`src/rtl/piso_serializer.sv`:
```
// Parallel-in/serial-out transmitter: accepts a word on a valid/ready handshake and shifts it
// out one bit per i_en tick, with a frame strobe and a one-cycle done pulse per word.
module piso_serializer #(
    parameter int unsigned WIDTH     = 8,
    parameter bit          MSB_FIRST = 1'b1
) (
    input  logic             i_clk,
    input  logic             i_rst_n,
    input  logic             i_en,
    input  logic             i_valid,
    input  logic [WIDTH-1:0] i_data,
    output logic             o_ready,
    output logic             o_data_out,
    output logic             o_frame,
    output logic             o_done
);

    localparam int unsigned CntW = $clog2(WIDTH);

    typedef enum logic [0:0] {
        StIdle,
        StShift
    } state_e;

    state_e            state_q, state_d;
    logic [WIDTH-1:0]  sreg_q, sreg_d;
    logic [CntW-1:0]   cnt_q, cnt_d;
    logic              done_q, done_d;
    logic              last_bit;
    logic [WIDTH-1:0]  sreg_shifted;

    assign last_bit = (cnt_q == CntW'(WIDTH - 1));

    // Move the next bit toward the output end, zero filling behind it.
    always_comb begin
        if (MSB_FIRST) begin
            sreg_shifted = {sreg_q[WIDTH-2:0], 1'b0};
        end else begin
            sreg_shifted = {1'b0, sreg_q[WIDTH-1:1]};
        end
    end

    // Ready in idle, or on the last-bit tick so a new word can follow with no gap.
    always_comb begin
        o_ready = (state_q == StIdle) || ((state_q == StShift) && last_bit && i_en);
    end

    // Next-state logic: load on handshake, shift on tick, pulse done after the last bit.
    always_comb begin
        state_d = state_q;
        sreg_d  = sreg_q;
        cnt_d   = cnt_q;
        done_d  = 1'b0;
        unique case (state_q)
            StIdle: begin
                if (i_valid) begin
                    sreg_d  = i_data;
                    cnt_d   = '0;
                    state_d = StShift;
                end
            end
            StShift: begin
                if (i_en) begin
                    if (!last_bit) begin
                        sreg_d = sreg_shifted;
                        cnt_d  = cnt_q + CntW'(1);
                    end else begin
                        done_d = 1'b1;
                        if (i_valid) begin
                            sreg_d = i_data;
                            cnt_d  = '0;
                        end else begin
                            state_d = StIdle;
                        end
                    end
                end
            end
            default: state_d = StIdle;
        endcase
    end

    // State registers; reset aborts any frame in progress immediately.
    always_ff @(posedge i_clk or negedge i_rst_n) begin
        if (!i_rst_n) begin
            state_q <= StIdle;
            sreg_q  <= '0;
            cnt_q   <= '0;
            done_q  <= 1'b0;
        end else begin
            state_q <= state_d;
            sreg_q  <= sreg_d;
            cnt_q   <= cnt_d;
            done_q  <= done_d;
        end
    end

    // Serial outputs are forced low outside a frame so the line never carries stale data.
    always_comb begin
        o_frame    = (state_q == StShift);
        o_data_out = 1'b0;
        if (state_q == StShift) begin
            o_data_out = MSB_FIRST ? sreg_q[WIDTH-1] : sreg_q[0];
        end
        o_done = done_q;
    end

endmodule

```
`config.mk`:
```
export PLATFORM = sky130hd
export DESIGN_NAME = piso_serializer
export DESIGN_NICKNAME = d
export VERILOG_FILES = /design/src/rtl/piso_serializer.sv
export SDC_FILE = /design/constraint.sdc
export NUM_CORES = 1
export LEC_CHECK = 0
export BUFFER_PORTS_ARGS = -buffer_cell sky130_fd_sc_hd__buf_2
export CAP_MARGIN = 40
export CORE_UTILIZATION = 41
export DETAILED_ROUTE_END_ITERATION = 6
export HOLD_SLACK_MARGIN = 0.12
export PLACE_DENSITY = 0.65
export SLEW_MARGIN = 20
export SYNTH_ARGS = -nofsm -noshare
export SYNTH_HDL_FRONTEND = slang
export SYNTH_SLANG_ARGS = --single-unit
```
`constraint.sdc`:
```
create_clock -name i_clk -period 1.35 [get_ports i_clk]
set_input_delay 0.405 -clock i_clk [delete_from_list [all_inputs] [get_ports i_clk]]
set_output_delay 0.405 -clock i_clk [all_outputs]
set_load 0.02 [all_outputs]
```
==> flow_metrics.tcl, run 1 <==
set metrics [dict create \
    finalSetupViolations 12 \
    violations "setup timing" \
    placedCellCount 111 \
    grt_use_met3_pct 6.12 \
    p_comb_share_pct 48.7 \
    synth-xor-area-share_pct 0 \
    drc_errors 0 \
    fillers 124 \
    syn_nets 81 \
    use_met2_pct 29.1 \
    hpwl_um 982 \
    slowest_stage "dfrtp_1" \
    worstSetupPathType "reg2out" \
    netlist_area_um2 734 \
    n_antenna_cell 0 \
    max_clock_freq_ghz 0.567 \
    dp_slack_ns -0.237 \
    ir_drop_mv 0.951 \
    vias 584 \
    power_frac_seq_pct 36.8 \
    multi_input_area_um2 393 \
    synth_top_family_by_area "compound AO/OA/AOI/OAI gates" \
    maxCapViolations 0 \
    synthMuxAreaShare_pct 0 \
    clk_pin_slew_ns 0.08 \
    start_kind "flop" \
    regArea_um2 325 \
    timing.final.ws_setup_ns -0.413 \
    fin_crit_ns 1.76 \
    hold_viol_final 0 \
    outcome "finished with violations" \
    grt_max_degree 14 \
    powerDensity_nw_per_um2 1590 \
    clkSinkCount 13 \
    num_rows 14 \
    yosysTopAreaCell "dfrtp_1" \
    first_global_vias 552 \
    tightest_slew_ns 0.305 \
    avgSynthCellArea_um2 11.1 \
    p_sw_uw 578 \
    grt_pass1_wl_mm 2.35 \
    fp.dieW_um 44.3 \
    viasPerCell 4.79 \
    start_util_pct 46.1 \
    final_cell_count_no_fill 122 \
    top_usage_layer "met2" \
    p_leak_nw 0.563 \
    synth.area.top_cells "dfrtp_1 (44%), a221oi_2 (14%), inv_1 (8.2%)" \
    drive_gt1_share_pct 50.0 \
    synth-simple-area-share_pct 10.6 \
    yosys_warnings 0 \
    synth_cell_types 18 \
    dieArea_um2 1960 \
    drt_iter0_drc 4 \
    sw_frac_of_total_pct 34.4 \
    crit_required_ns 0.95 \
    coreArea_um2 1590 \
    synth.top_cell.area_share_pct 44.3 \
    die_h_um 44.3 \
    fin_nets 114 \
    fin_util_pct 66.4 \
    syn-instance-count 66 \
    cpMostUsedCell "ha_4" \
    wl_per_cell_um 13.4 \
    grt_overflow_total 0 \
    area_growth_pct 44.1 \
    synth-seq-cells 13 \
    yosysSeqAreaShare_pct 44.3 \
    worstSetupEndpointType "output port" \
    port_buffers 15 \
    globalRouteMet1Util_pct 19.4 \
    final_common_cell "inv_1" \
    num_io_pins 16 \
    synth_compound_area_share_pct 28.3 \
    drv_slew 0 \
    track_usage_pct 16.9 \
    final_cell_mix "inv_1 (15), dfrtp_1 (13), buf_2 (12)" \
    arrival_ns 1.36 \
    path_cells "ha_4 > ha_4 > a21boi_4 > inv_2 > buf_6" \
    worstSkewPairLatency_ns 0.28 \
    final_antenna_net_count 0 \
    design_area_um2 1060 \
    synth_fa_ha_area_share_pct 5.11 \
    gp_congestion 0.787 \
    min_path_type "in2reg" \
    max_slew_margin_pct 79.7 \
    place_area_um2 892 \
    numCtsBuffers 3 \
    crit_fanout 3 \
    cts_max_level 1 \
    antenna_found_initial 0 \
    power.internal_mw 1.10 \
    p_clk_share_pct 14.5 \
    cts_tree "yes" \
    cts_root_buf "clkbuf_4" \
    critPathMaxStageDelay_ns 0.41 \
    grt_setup_unrepaired "true" \
    fin_crit_sh_pct 131 \
    drtPass1Iterations 3 \
    wl_mm 1.63 \
    clk_path_buf_depth 2 \
    clock_skew_ns 0.00397 \
]
[worst paths after layout]
path	slack [ns]	start	cells after the start	end
min reg2reg	0.53	sreg_q[0]$_DFFE_PN0P_	1	sreg_q[0]$_DFFE_PN0P_
max	-0.41	cnt_q[0]$_DFFE_PN0P_	5	o_ready
max in group asynchronous	0.57	i_rst_n	2	sreg_q[1]$_DFFE_PN0P_
min	0.37	i_data[5]	3	sreg_q[5]$_DFFE_PN0P_
max reg2reg	-0.39	cnt_q[0]$_DFFE_PN0P_	9	sreg_q[0]$_DFFE_PN0P_
min in group asynchronous	0.55	i_rst_n	2	o_done$_DFF_PN0_
[cells in the mapped netlist]
cell type,n
a22o_1,5
inv_1,16
and3_1,1
buf_6,2
a221oi_2,7
o2bb2ai_4,1
dfrtp_1,13
nor2b_2,1
inv_2,1
and2_1,1
a21boi_4,1
nor2_1,8
nor2b_1,2
a21o_1,1
or2_1,1
a21oi_1,1
ha_1,3
nand3b_1,1
[cell families after synthesis]
group,count (synthesis)
AO/OA/AOI/OAI,16
adder cells (fa/ha/maj),3
buffers and inverters,19
flip-flops,13
AND/OR/NAND/NOR,15
[flip-flops by register name (all words and copies together), names as in the netlist]
signal,flops
o_frame,1
sreg_q,8
cnt_q,3
o_done,1
[timing repair]
action                                 4_1_cts  5_1_grt
endpoints found under the hold margin       13        0
gates resized for setup                      9        9
setup endpoints to repair                   12       14
buffers inserted                             2        3
hold buffers                                 1        0
cloned                                       0        1
pin swaps                                    2        3
[metal layers]
metal,share of wire [%],wire length (µm),vias up
li1,-,-,288
met1,41,671,274
met2,52,855,18
met3,4.6,75,4
met4,1.7,28,0
met5,0,0,-
[power groups by stage]
stage	registers, mW	logic, mW	clock network [mW]
finish	0.619	0.818	0.244
global route	0.633	0.898	0.271
CTS	0.608	0.727	0.254
detailed placement	0.614	0.663	0
global placement	0.612	0.641	0
floorplan	0.615	0.451	0
[final cells by class]
type                    instances  share of cell area [%]
repair buffers                 29                    20.8
inverters                      17                    6.03
clock buffers                   4                    2.48
flip-flops and latches         13                    30.7
multi-input cells              35                    37.1
well taps                      24                    2.84
[per-stage QoR]
step / hold WS, ns / TNS (ns) / total power [mW]
finish: 0.367 / -3.62 / 1.68
global route: 0.371 / -4.22 / 1.80
CTS: 0.362 / -2.22 / 1.59
detailed placement: 0.308 / -2.01 / 1.28
global placement: 0.306 / -1.71 / 1.25
floorplan: 0.109 / -0.520 / 1.07
[worst max-delay path, delay by kind of cell (launching register included)]
kind                       cells  cell delay (ns)
DFF                            1             0.41
AOI/OAI and AO/OA              1             0.15
adders and majority gates      2             0.35
buffers and inverters          2             0.17
Note: power is estimated with default switching activity, not from simulation.
==> run 2: changes to the inputs <==
==> constraint.sdc (replaced) <==
create_clock -name i_clk -period 1.35 [get_ports i_clk]
set_input_delay 0.405 -clock i_clk [delete_from_list [all_inputs] [get_ports i_clk]]
set_output_delay 0.405 -clock i_clk [all_outputs]
set_load 0.005 [all_outputs]
==> run 2 against run 1 <==
- the run still ends with setup timing left
- highest routed layer unchanged
- critical endpoint unchanged
- first-iteration DRC count increased by 75%
- worst hold slack got worse by 0.011 ns
- combinational power decreased by 5.7%
- sequential cell count unchanged
- clock skew decreased by 0.0022 ns
- clock power increased by 3%
- die area unchanged
==> flow_metrics.tcl, run 2 (synthesis gave the netlist of run 1 again) <==
set metrics [dict create \
    hp-start "i_data[0]" \
    max_clock_freq_ghz 0.577 \
    clkSinkCount 13 \
    violations "setup timing" \
    drt_iter0_drc 7 \
    reg2reg_depth 7 \
    dp_slack_ns -0.140 \
    n_antenna_cell 0 \
    port_buffers 15 \
    hold_viol_final 0 \
    worstSkewPairLatency_ns 0.28 \
    regToRegSetupSlack_ns -0.31 \
    final_antenna_net_count 0 \
    coreArea_um2 1590 \
    cts_max_level 1 \
    arrival_ns 1.33 \
    antenna_found_initial 0 \
    vias 571 \
    powerDensity_nw_per_um2 1590 \
    regArea_um2 327 \
    track_usage_pct 16.2 \
    p_leak_nw 0.537 \
    fin_nets 111 \
    num_rows 14 \
    r2r_start "cnt_q[1]$_DFFE_PN0P_" \
    holdPathStages 2 \
    grt_pass1_wl_mm 2.19 \
    cts_tree "yes" \
    clock_skew_ns 0.00179 \
    holdPathEnd "sreg_q[0]$_DFFE_PN0P_" \
    timing.final.ws_setup_ns -0.382 \
    crit_fanout 2 \
    fp.dieW_um 44.3 \
    ir_drop_mv 0.951 \
    final_cell_mix "inv_1 (16), buf_2 (15), dfrtp_1 (12)" \
    max_slew_margin_pct 80.1 \
    first_global_vias 503 \
    start_kind "flop" \
    placedCellCount 108 \
    die_h_um 44.3 \
    drv_slew 0 \
    viasPerCell 4.80 \
    grt_overflow_total 0 \
    multi_input_area_um2 428 \
    area_growth_pct 41.9 \
    finalSetupViolations 11 \
    wl_per_cell_um 13.0 \
    fin_crit_ns 1.73 \
    gp_congestion 0.783 \
    largest_reg_flops 8 \
    fillers 127 \
    hpwl_um 958 \
    outcome "finished with violations" \
    final_cell_count_no_fill 119 \
    clk_pin_slew_ns 0.08 \
    tightest_slew_ns 0.298 \
    timing.rr.end "sreg_q[6]$_DFFE_PN0P_" \
    numCtsBuffers 3 \
    fin_crit_sh_pct 128 \
    drtPass1Iterations 3 \
    min_path_type "in2reg" \
    crit_required_ns 0.95 \
    top_regs "sreg_q x8, cnt_q x3" \
    drc_errors 0 \
    final_common_cell "inv_1" \
    worstSetupEndpointType "output port" \
    worstSetupPathType "reg2out" \
    drive_gt1_share_pct 56.8 \
    regMostFlops "sreg_q" \
    dieArea_um2 1960 \
    maxCapViolations 0 \
    grt_max_degree 14 \
    clk_path_buf_depth 2 \
    start_util_pct 46.1 \
    grt_setup_unrepaired "true" \
    num_io_pins 16 \
    wl_mm 1.55 \
    cts_root_buf "clkbuf_4" \
]
## run 2: per-layer routing
layer	vias to the layer above	wire length, µm	GRT usage, %
met2	10	775	24.1
met4	0	12	10.9
met5	-	0	0
li1	280	-	-
met1	279	716	20.9
met3	2	40	3.67
## run 2: where the power goes
group	internal [mW]	total (mW)	leakage [nW]	switching, mW
logic	0.434	0.771	0.373	0.336
clock network	0.115	0.251	0.0150	0.136
registers	0.529	0.639	0.150	0.110
total	1.08	1.66	0.537	0.582
## run 2: how the worst max path moves through the flow
stage                    startpoint                     to  slack (ns)  cells after the start
6_report       cnt_q[1]$_DFFE_PN0P_                o_ready       -0.38                      5
5_1_grt        cnt_q[1]$_DFFE_PN0P_                o_ready       -0.44                      5
4_1_cts        cnt_q[0]$_DFFE_PN0P_                o_ready       -0.39                      5
3_5_place_dp   cnt_q[1]$_DFFE_PN0P_                o_ready       -0.14                      5
3_3_place_gp   cnt_q[1]$_DFFE_PN0P_                o_ready       -0.12                      5
2_1_floorplan  cnt_q[1]$_DFFE_PN0P_  sreg_q[0]$_DFFE_PN0P_       -0.05                      6
## run 2: final cells by class
type / count / share of cell area (%)
multi-input combinational: 35 / 41.1
sequential: 13 / 31.3
timing repair buffer: 26 / 16.1
inverter: 17 / 6.12
tap: 24 / 2.88
clock buffer: 4 / 2.52
## run 2: critical path: stages, from the launching register on
cell,delay [ns]
dfrtp_1,0.41
ha_4,0.18
ha_4,0.17
a21boi_4,0.12
inv_1,0.05
buf_2,0.12
## run 2: through the flow
step	cell area, µm²	TNS (ns)	hold slack [ns]	power, mW	utilization (%)
2_1_floorplan	749	-0.378	0.109	1.04	-
3_3_place_gp	870	-0.921	0.305	1.20	54.6
3_5_place_dp	870	-1.21	0.304	1.23	54.6
4_1_cts	971	-1.62	0.352	1.56	60.9
5_1_grt	1040	-3.25	0.352	1.77	65.4
6_report	1040	-2.65	0.355	1.66	65.4
## run 2: timing repair
item                                    CTS  global route
pin swaps                                 4             4
endpoints found under the setup margin   11            13
hold endpoints to repair                 13             0
cloned                                    0             1
buffers inserted                          4             1
gates resized for setup                  12             9
hold buffers                              1             0
